<file path="config.mk">
export PLATFORM = sky130hd
export DESIGN_NAME = alu_operand_issue
export DESIGN_NICKNAME = d
export VERILOG_FILES = /design/src/rtl/alu_operand_issue.sv
export SDC_FILE = /design/constraint.sdc
export NUM_CORES = 2
export LEC_CHECK = 0
export CAP_MARGIN = 20
export CORE_ASPECT_RATIO = 0.9
export CORE_MARGIN = 2
export CORE_UTILIZATION = 50
export CTS_CLUSTER_SIZE = 28
export DETAILED_ROUTE_END_ITERATION = 12
export PLACE_DENSITY = 0.67
export SLEW_MARGIN = 10
export SYNTH_ARGS = -nofsm -noshare
export SYNTH_HDL_FRONTEND = slang
export SYNTH_SLANG_ARGS = --single-unit
</file>
<file path="constraint.sdc">
create_clock -name clk_i -period 41.7 [get_ports clk_i]
set_input_delay 6.255 -clock clk_i [delete_from_list [all_inputs] [get_ports clk_i]]
set_output_delay 6.255 -clock clk_i [all_outputs]
set_load 0.01 [all_outputs]
</file>
<file path="src/rtl/alu_operand_issue.sv">
// Operand issue stage: decodes instruction words, reads the register file and holds one
// registered operand slot for alu_math. Optional pending-register interlock: SCOREBOARD_EN.
package simple_processor_pkg;
  localparam int DATA_WIDTH = 32;
  localparam logic [3:0] FUNC_ADD  = 4'h0;
  localparam logic [3:0] FUNC_SUB  = 4'h1;
  localparam logic [3:0] FUNC_ADDI = 4'h2;
endpackage

module alu_operand_issue
  import simple_processor_pkg::*;
#(
  parameter int NUM_REGS = 32,
  parameter int FUNC_W   = 4
) (
  input  logic                  clk_i,
  input  logic                  arst_i,
  input  logic [31:0]           instr_i,
  input  logic                  instr_valid_i,
  output logic                  instr_ready_o,
  output logic [DATA_WIDTH-1:0] rs1_data_o,
  output logic [DATA_WIDTH-1:0] rs2_data_o,
  output logic [5:0]            imm_o,
  output logic [FUNC_W-1:0]     func_o,
  output logic [4:0]            rd_o,
  output logic                  op_valid_o,
  input  logic                  op_ready_i,
  input  logic                  wb_en_i,
  input  logic [4:0]            wb_addr_i,
  input  logic [DATA_WIDTH-1:0] wb_data_i
);

  // Handshakes: a transfer happens on a rising edge where valid and ready are both high.
  // Ready never waits on valid, except that the interlock only stalls a presented instruction.

  logic [FUNC_W-1:0]     w_func;
  logic [4:0]            w_rd;
  logic [4:0]            w_rs1;
  logic [4:0]            w_rs2;
  logic [5:0]            w_imm;
  logic                  w_unused_bits;
  logic [DATA_WIDTH-1:0] w_rs1_data;
  logic [DATA_WIDTH-1:0] w_rs2_data;
  logic                  w_hazard;
  logic                  w_accept;

  logic [DATA_WIDTH-1:0] r_regs [NUM_REGS];
  logic [DATA_WIDTH-1:0] r_rs1_data;
  logic [DATA_WIDTH-1:0] r_rs2_data;
  logic [5:0]            r_imm;
  logic [FUNC_W-1:0]     r_func;
  logic [4:0]            r_rd;
  logic                  r_op_valid;

  assign w_func        = FUNC_W'(instr_i[31:28]);
  assign w_rd          = instr_i[27:23];
  assign w_rs1         = instr_i[22:18];
  assign w_rs2         = instr_i[17:13];
  assign w_imm         = instr_i[5:0];
  assign w_unused_bits = ^instr_i[12:6];

  // Same-cycle writeback is forwarded so a dependent instruction needs no extra bubble.
  always_comb begin
    w_rs1_data = '0;
    if (w_rs1 != 5'd0) begin
      if (wb_en_i && (wb_addr_i == w_rs1)) w_rs1_data = wb_data_i;
      else                                 w_rs1_data = r_regs[w_rs1];
    end
  end

  always_comb begin
    w_rs2_data = '0;
    if (w_rs2 != 5'd0) begin
      if (wb_en_i && (wb_addr_i == w_rs2)) w_rs2_data = wb_data_i;
      else                                 w_rs2_data = r_regs[w_rs2];
    end
  end

`ifdef SCOREBOARD_EN
  localparam logic [FUNC_W-1:0] LP_ADDI = FUNC_W'(FUNC_ADDI);

  logic [NUM_REGS-1:0] r_pending;
  logic [NUM_REGS-1:0] w_set;
  logic [NUM_REGS-1:0] w_clr;
  logic [NUM_REGS-1:0] w_pend_eff;

  always_comb begin
    w_set = '0;
    w_clr = '0;
    if (w_accept && (w_rd != 5'd0))     w_set[w_rd]      = 1'b1;
    if (wb_en_i && (wb_addr_i != 5'd0)) w_clr[wb_addr_i] = 1'b1;
  end

  // Bits cleared by this cycle's writeback are covered by the bypass path.
  assign w_pend_eff = r_pending & ~w_clr;
  assign w_hazard   = instr_valid_i &
                      (w_pend_eff[w_rs1] | ((w_func != LP_ADDI) & w_pend_eff[w_rs2]));

  always_ff @(posedge clk_i or posedge arst_i) begin
    if (arst_i) r_pending <= '0;
    else        r_pending <= (r_pending & ~w_clr) | w_set;
  end
`else
  assign w_hazard = 1'b0;
`endif

  assign instr_ready_o = (~r_op_valid | op_ready_i) & ~w_hazard;
  assign w_accept      = instr_valid_i & instr_ready_o;

  always_ff @(posedge clk_i or posedge arst_i) begin
    if (arst_i) begin
      for (int i = 0; i < NUM_REGS; i++) r_regs[i] <= '0;
    end else if (wb_en_i && (wb_addr_i != 5'd0)) begin
      r_regs[wb_addr_i] <= wb_data_i;
    end
  end

  always_ff @(posedge clk_i or posedge arst_i) begin
    if (arst_i) begin
      r_op_valid <= 1'b0;
      r_rs1_data <= '0;
      r_rs2_data <= '0;
      r_imm      <= '0;
      r_func     <= '0;
      r_rd       <= '0;
    end else if (w_accept) begin
      r_op_valid <= 1'b1;
      r_rs1_data <= w_rs1_data;
      r_rs2_data <= w_rs2_data;
      r_imm      <= w_imm;
      r_func     <= w_func;
      r_rd       <= w_rd;
    end else if (op_ready_i) begin
      r_op_valid <= 1'b0;
    end
  end

  assign op_valid_o = r_op_valid;
  assign rs1_data_o = r_rs1_data;
  assign rs2_data_o = r_rs2_data;
  assign imm_o      = r_imm;
  assign func_o     = r_func;
  assign rd_o       = r_rd;

endmodule

</file>
After elaboration in Yosys (flattened, before gate mapping)
Index checks and enable logic that the tools add are counted.
{ "word_totals": {"reg_bits": 1104} }
{ "classes": {"n_lt_le_gt_ge": 4, "n_eq_ne": 2, "muxes": 15, "n_bitwise": 6, "reduce_logical": 8} }
{ "ops": {"columns": ["op", "count"], "rows": [
  ["$bwmux W1024", 1],
  ["$bmux W32 S5", 2],
  ["$mux W32", 9],
  ["$demux W32 S5", 1],
  ["$ge A6 B6 Y1 const B", 3],
  ["$not A5 Y6", 3],
  ["$reduce_bool A5 Y1", 3],
  ["$eq A5 B5 Y1", 2],
  ["$lt A6 B1 Y1 const B", 1],
  ["$logic_and A1 B1 Y1", 4],
  ["$mux W1", 2],
  ["$reduce_bool A2 Y1", 1],
  ["$and A1 B1 Y1", 1],
  ["$not A1 Y1", 1],
  ["$or A1 B1 Y1", 1]
]} }

Longest topological paths before layout
{ "logic_depth": {"depth_word": 6, "depth_mapped": 9, "ltp_nobuf": 5} }

Least setup slack after synthesis
OpenSTA, ideal clock, no wires.
{ "synth_timing": {"path_kind": "in2out", "startpoint": "input op_ready_i", "endpoint": "output instr_ready_o", "arrival_ns": 6.469, "required_time_ns": 35.445, "path_slack_ns": 28.976, "stages": 1, "cell_sequence": "nand2b_1"} }
{ "synth_via": {"elab_chain_cells": 1} }
{ "synth_lines": {"columns": ["element", "line_no", "text"], "rows": [
  ["start, declared", "27", "input logic op_ready_i,"],
  ["$or A1 B1 Y1", "107", "assign instr_ready_o = (~r_op_valid | op_ready_i) & ~w_hazard;"],
  ["end, declared", "20", "output logic instr_ready_o,"]
]} }
Every way passes these cells.

Final worst setup path
Ends and elaborated chain as after synthesis.

==> metrics.md <==
| Metric | Value |
|---|---|
| Final-report setup violation count | 0 |
| Area contributors post-synth | dfrtp_1, mux2_2, mux4_2 |
| Total core area | 113,000 sq um |
| Initial antenna violation count | 2 |
| Fin crit share | 33.1% |
| Post-route insts no fill | 5,483 |
| H-tree lvl count | 3 |
| Setup tns final | 0 ps |
| Cell accounting for the most synthesized area | dfrtp_1 |
| Leak Pwr | 27.6 nW |
| Vias per std cell | 6.76 |
| Critical-path cell with the highest stage delay | clkdlybuf4s50_1 |
| Die width | 360 um |
| Nets | 3,970 |
| Rel. slew slack | 21.9% |
| CP delay by family, top | buffers and inverters |
| TritonCTS buffer count | 116 |
| CP Capture Type | primary output |
| Final Hold Vio Count | 0 |
| Layout cells sized above 1 | 43.9% |
| Root buf cell | clkbuf_16 |
| Top-count cell post-synth | dfrtp_1 |
| DR iter-0 viols | 3,538 |
| Worst EP required | 35,440 ps |
| Ys async rst share | 100% |
| CP Class | in2out |
| Number of synthesized flops with an enable pin | 0 |
| CTS resizes | 0 |
| Post-synthesis sequential area ratio | 48.3% |
| Top cell type's share of synthesized area | 48.3% |
| Cell Count Post-Placement | 5,245 |
| Final RePlAce weighted congestion | 0.772 |
| FMAX | 72.4 MHz |
| Commonest cells in the netlist | dfrtp_1, mux2_2, mux4_2 |
| First-pass GRT wire length | 248 mm |
| Setup Buffers After CTS | 0 |
| Synth Cell Area | 57,200 sq um |
| Synth Net Count | 4,037 |
| Critical Path Fanout Max | 6 |
| Power density over the cells | 48.7 nW/um^2 |
| RSZ-0062 raised after global routing | no |
| DRT Wirelength | 166 mm |
| Port buffer count | 147 |
| DRC | 0 |
| Drt wl/cell | 30.2 um |
| Final Skew | 28.2 ps |
| Initial DRT Pass Iterations | 8 |
| Tmin final | 13,810 ps |
| Main synth FF type | dfrtp_1 |
| CP arrival | 7560 ps |
| Via Count | 37,100 |
| Clk buf depth | 3 |
| Hold bufs inserted after CTS | 0 |
| Synth Instances | 3,963 |
| CTS sink cnt | 1,104 |
| Post-DP HPWL | 89.0 mm |
| Yosys Warn Count | 0 |
| Clock Latency Late Sink | 720 ps |
| Startpoint Class | primary input |
| Vias in the first global route | 37,600 |
| IO Pins | 155 |
| Die ar. | 117,000 sq um |
| Antenna viol nets, final | 0 |
| TritonCTS clock tree | built |
| Max-slew violation count | 0 |
| Synth Area per Inst | 14.4 sq um |
| Worst Tran Pin Value | 1170 ps |
| Gr usage total | 28.2% |
| Crit-path cells | clkdlybuf4s50_1 -> nand2b_1 -> clkdlybuf4s50_1 |
| Cell Area, Placed | 59,600 sq um |
| Rows | 117 |
| Status | finished, final reports clean |
| Max Cap Viol | 0 |
| CP Buf/Inv Count | 2 |
| Peak VDD IR | 0.0324 mV |
| Die Ht | 325 um |
| Area growth syn-to-layout | 12.0% |
| Synth Register Bits | 1,104 |
| Unique masters post-synth | 36 |
| Final instance area | 64,000 sq um |
| Top cell by count, worst path | clkdlybuf4s50_1 |
| CP peak stage delay | 590 ps |
| Hold/Removal Path Class | reg2reg |
| Clk slew on worst S/H paths | 50 ps |
| Grt ovf | 0 |
| Largest net degree at the start of global routing | 187 |
| Initial Util | 50.5% |
logic make-up after synthesis:
kind of cell           Yosys count  share of synthesized area (%)
AO/OA/AOI/OAI                  580                           7.19
buffers and inverters          452                           3.53
flip-flops                    1104                           48.3
multiplexers                  1632                           39.1
AND/OR/NAND/NOR                185                           1.68
XOR/XNOR                        10                          0.153
stage by stage:
step	total power [mW]	worst slack [ps]	utilization (%)	hold slack (ps)
floorplan	1.86	4360	-	441
global placement	2.00	27900	52.5	377
global route	3.25	27830	56.5	407
CTS	3.13	27880	56.2	397
finish	3.12	27890	56.5	392
detailed placement	2.03	27890	52.6	383
layer usage:
metal | global-route usage, % | share of wire (%)
met5 | 0 | 0
met4 | 8.16 | 3.1
met3 | 5.27 | 7.4
met2 | 43.1 | 46
met1 | 41.5 | 44
path summary, 6_finish.rpt:
path,startpoint,to,slack (ps),cells past startpoint
worst min register to register,r_regs[1022],r_regs[1022],390,0
worst min-delay path,r_regs[1022],r_regs[1022],390,0
max in group asynchronous,arst_i,r_regs[880],31710,7
worst max register to register,op_valid_o,rs1_data_o[11],38810,7
worst max-delay path,op_ready_i,instr_ready_o,27890,3
min in group asynchronous,arst_i,imm_o[2],6110,2
layout by cell type (no fill, tap or decap), types with 23 or more instances in the layout:
| cell | netlist | final |
|---|---|---|
| or3_1 | 64 | 64 |
| buf_4 | 30 | 88 |
| clkinv_2 | 0 | 23 |
| nand2_1 | 64 | 48 |
| mux2i_1 | 256 | 256 |
| buf_8 | 0 | 24 |
| mux4_2 | 384 | 384 |
| a22o_1 | 64 | 64 |
| clkdlybuf4s50_1 | 0 | 139 |
| clkbuf_16 | 0 | 120 |
| a221oi_1 | 128 | 128 |
| clkbuf_8 | 0 | 38 |
| dfrtp_1 | 1104 | 1104 |
| mux2_2 | 992 | 992 |
| a22oi_1 | 192 | 192 |
| a21oi_1 | 128 | 128 |
| o21ai_0 | 64 | 64 |
power breakdown:
| part | internal, mW | total (mW) | switching [mW] |
|---|---|---|---|
| clock | 0.654 | 1.10 | 0.444 |
| combinational | 0.361 | 0.598 | 0.237 |
| sequential | 1.28 | 1.42 | 0.147 |
final cells by class:
cell class                      instances  area, sq um
Sequential cell                      1104        27600
Timing Repair Buffer                  264         2620
Tap cell                             1487         1860
Clock buffer                          175         3590
Fill cell                            9065        49300
Multi-Input combinational cell       2407        27800
Inverter                                3         18.8
Antenna cell                            1         2.50
Clock inverter                         42          509
sequential cells by signal, indices dropped and copies added, names as in the netlist:
signal      count
func_o          4
imm_o           6
op_valid_o      1
r_regs       1024
rd_o            5
rs1_data_o     32
rs2_data_o     32
Note: power is estimated with default switching activity, not from simulation.
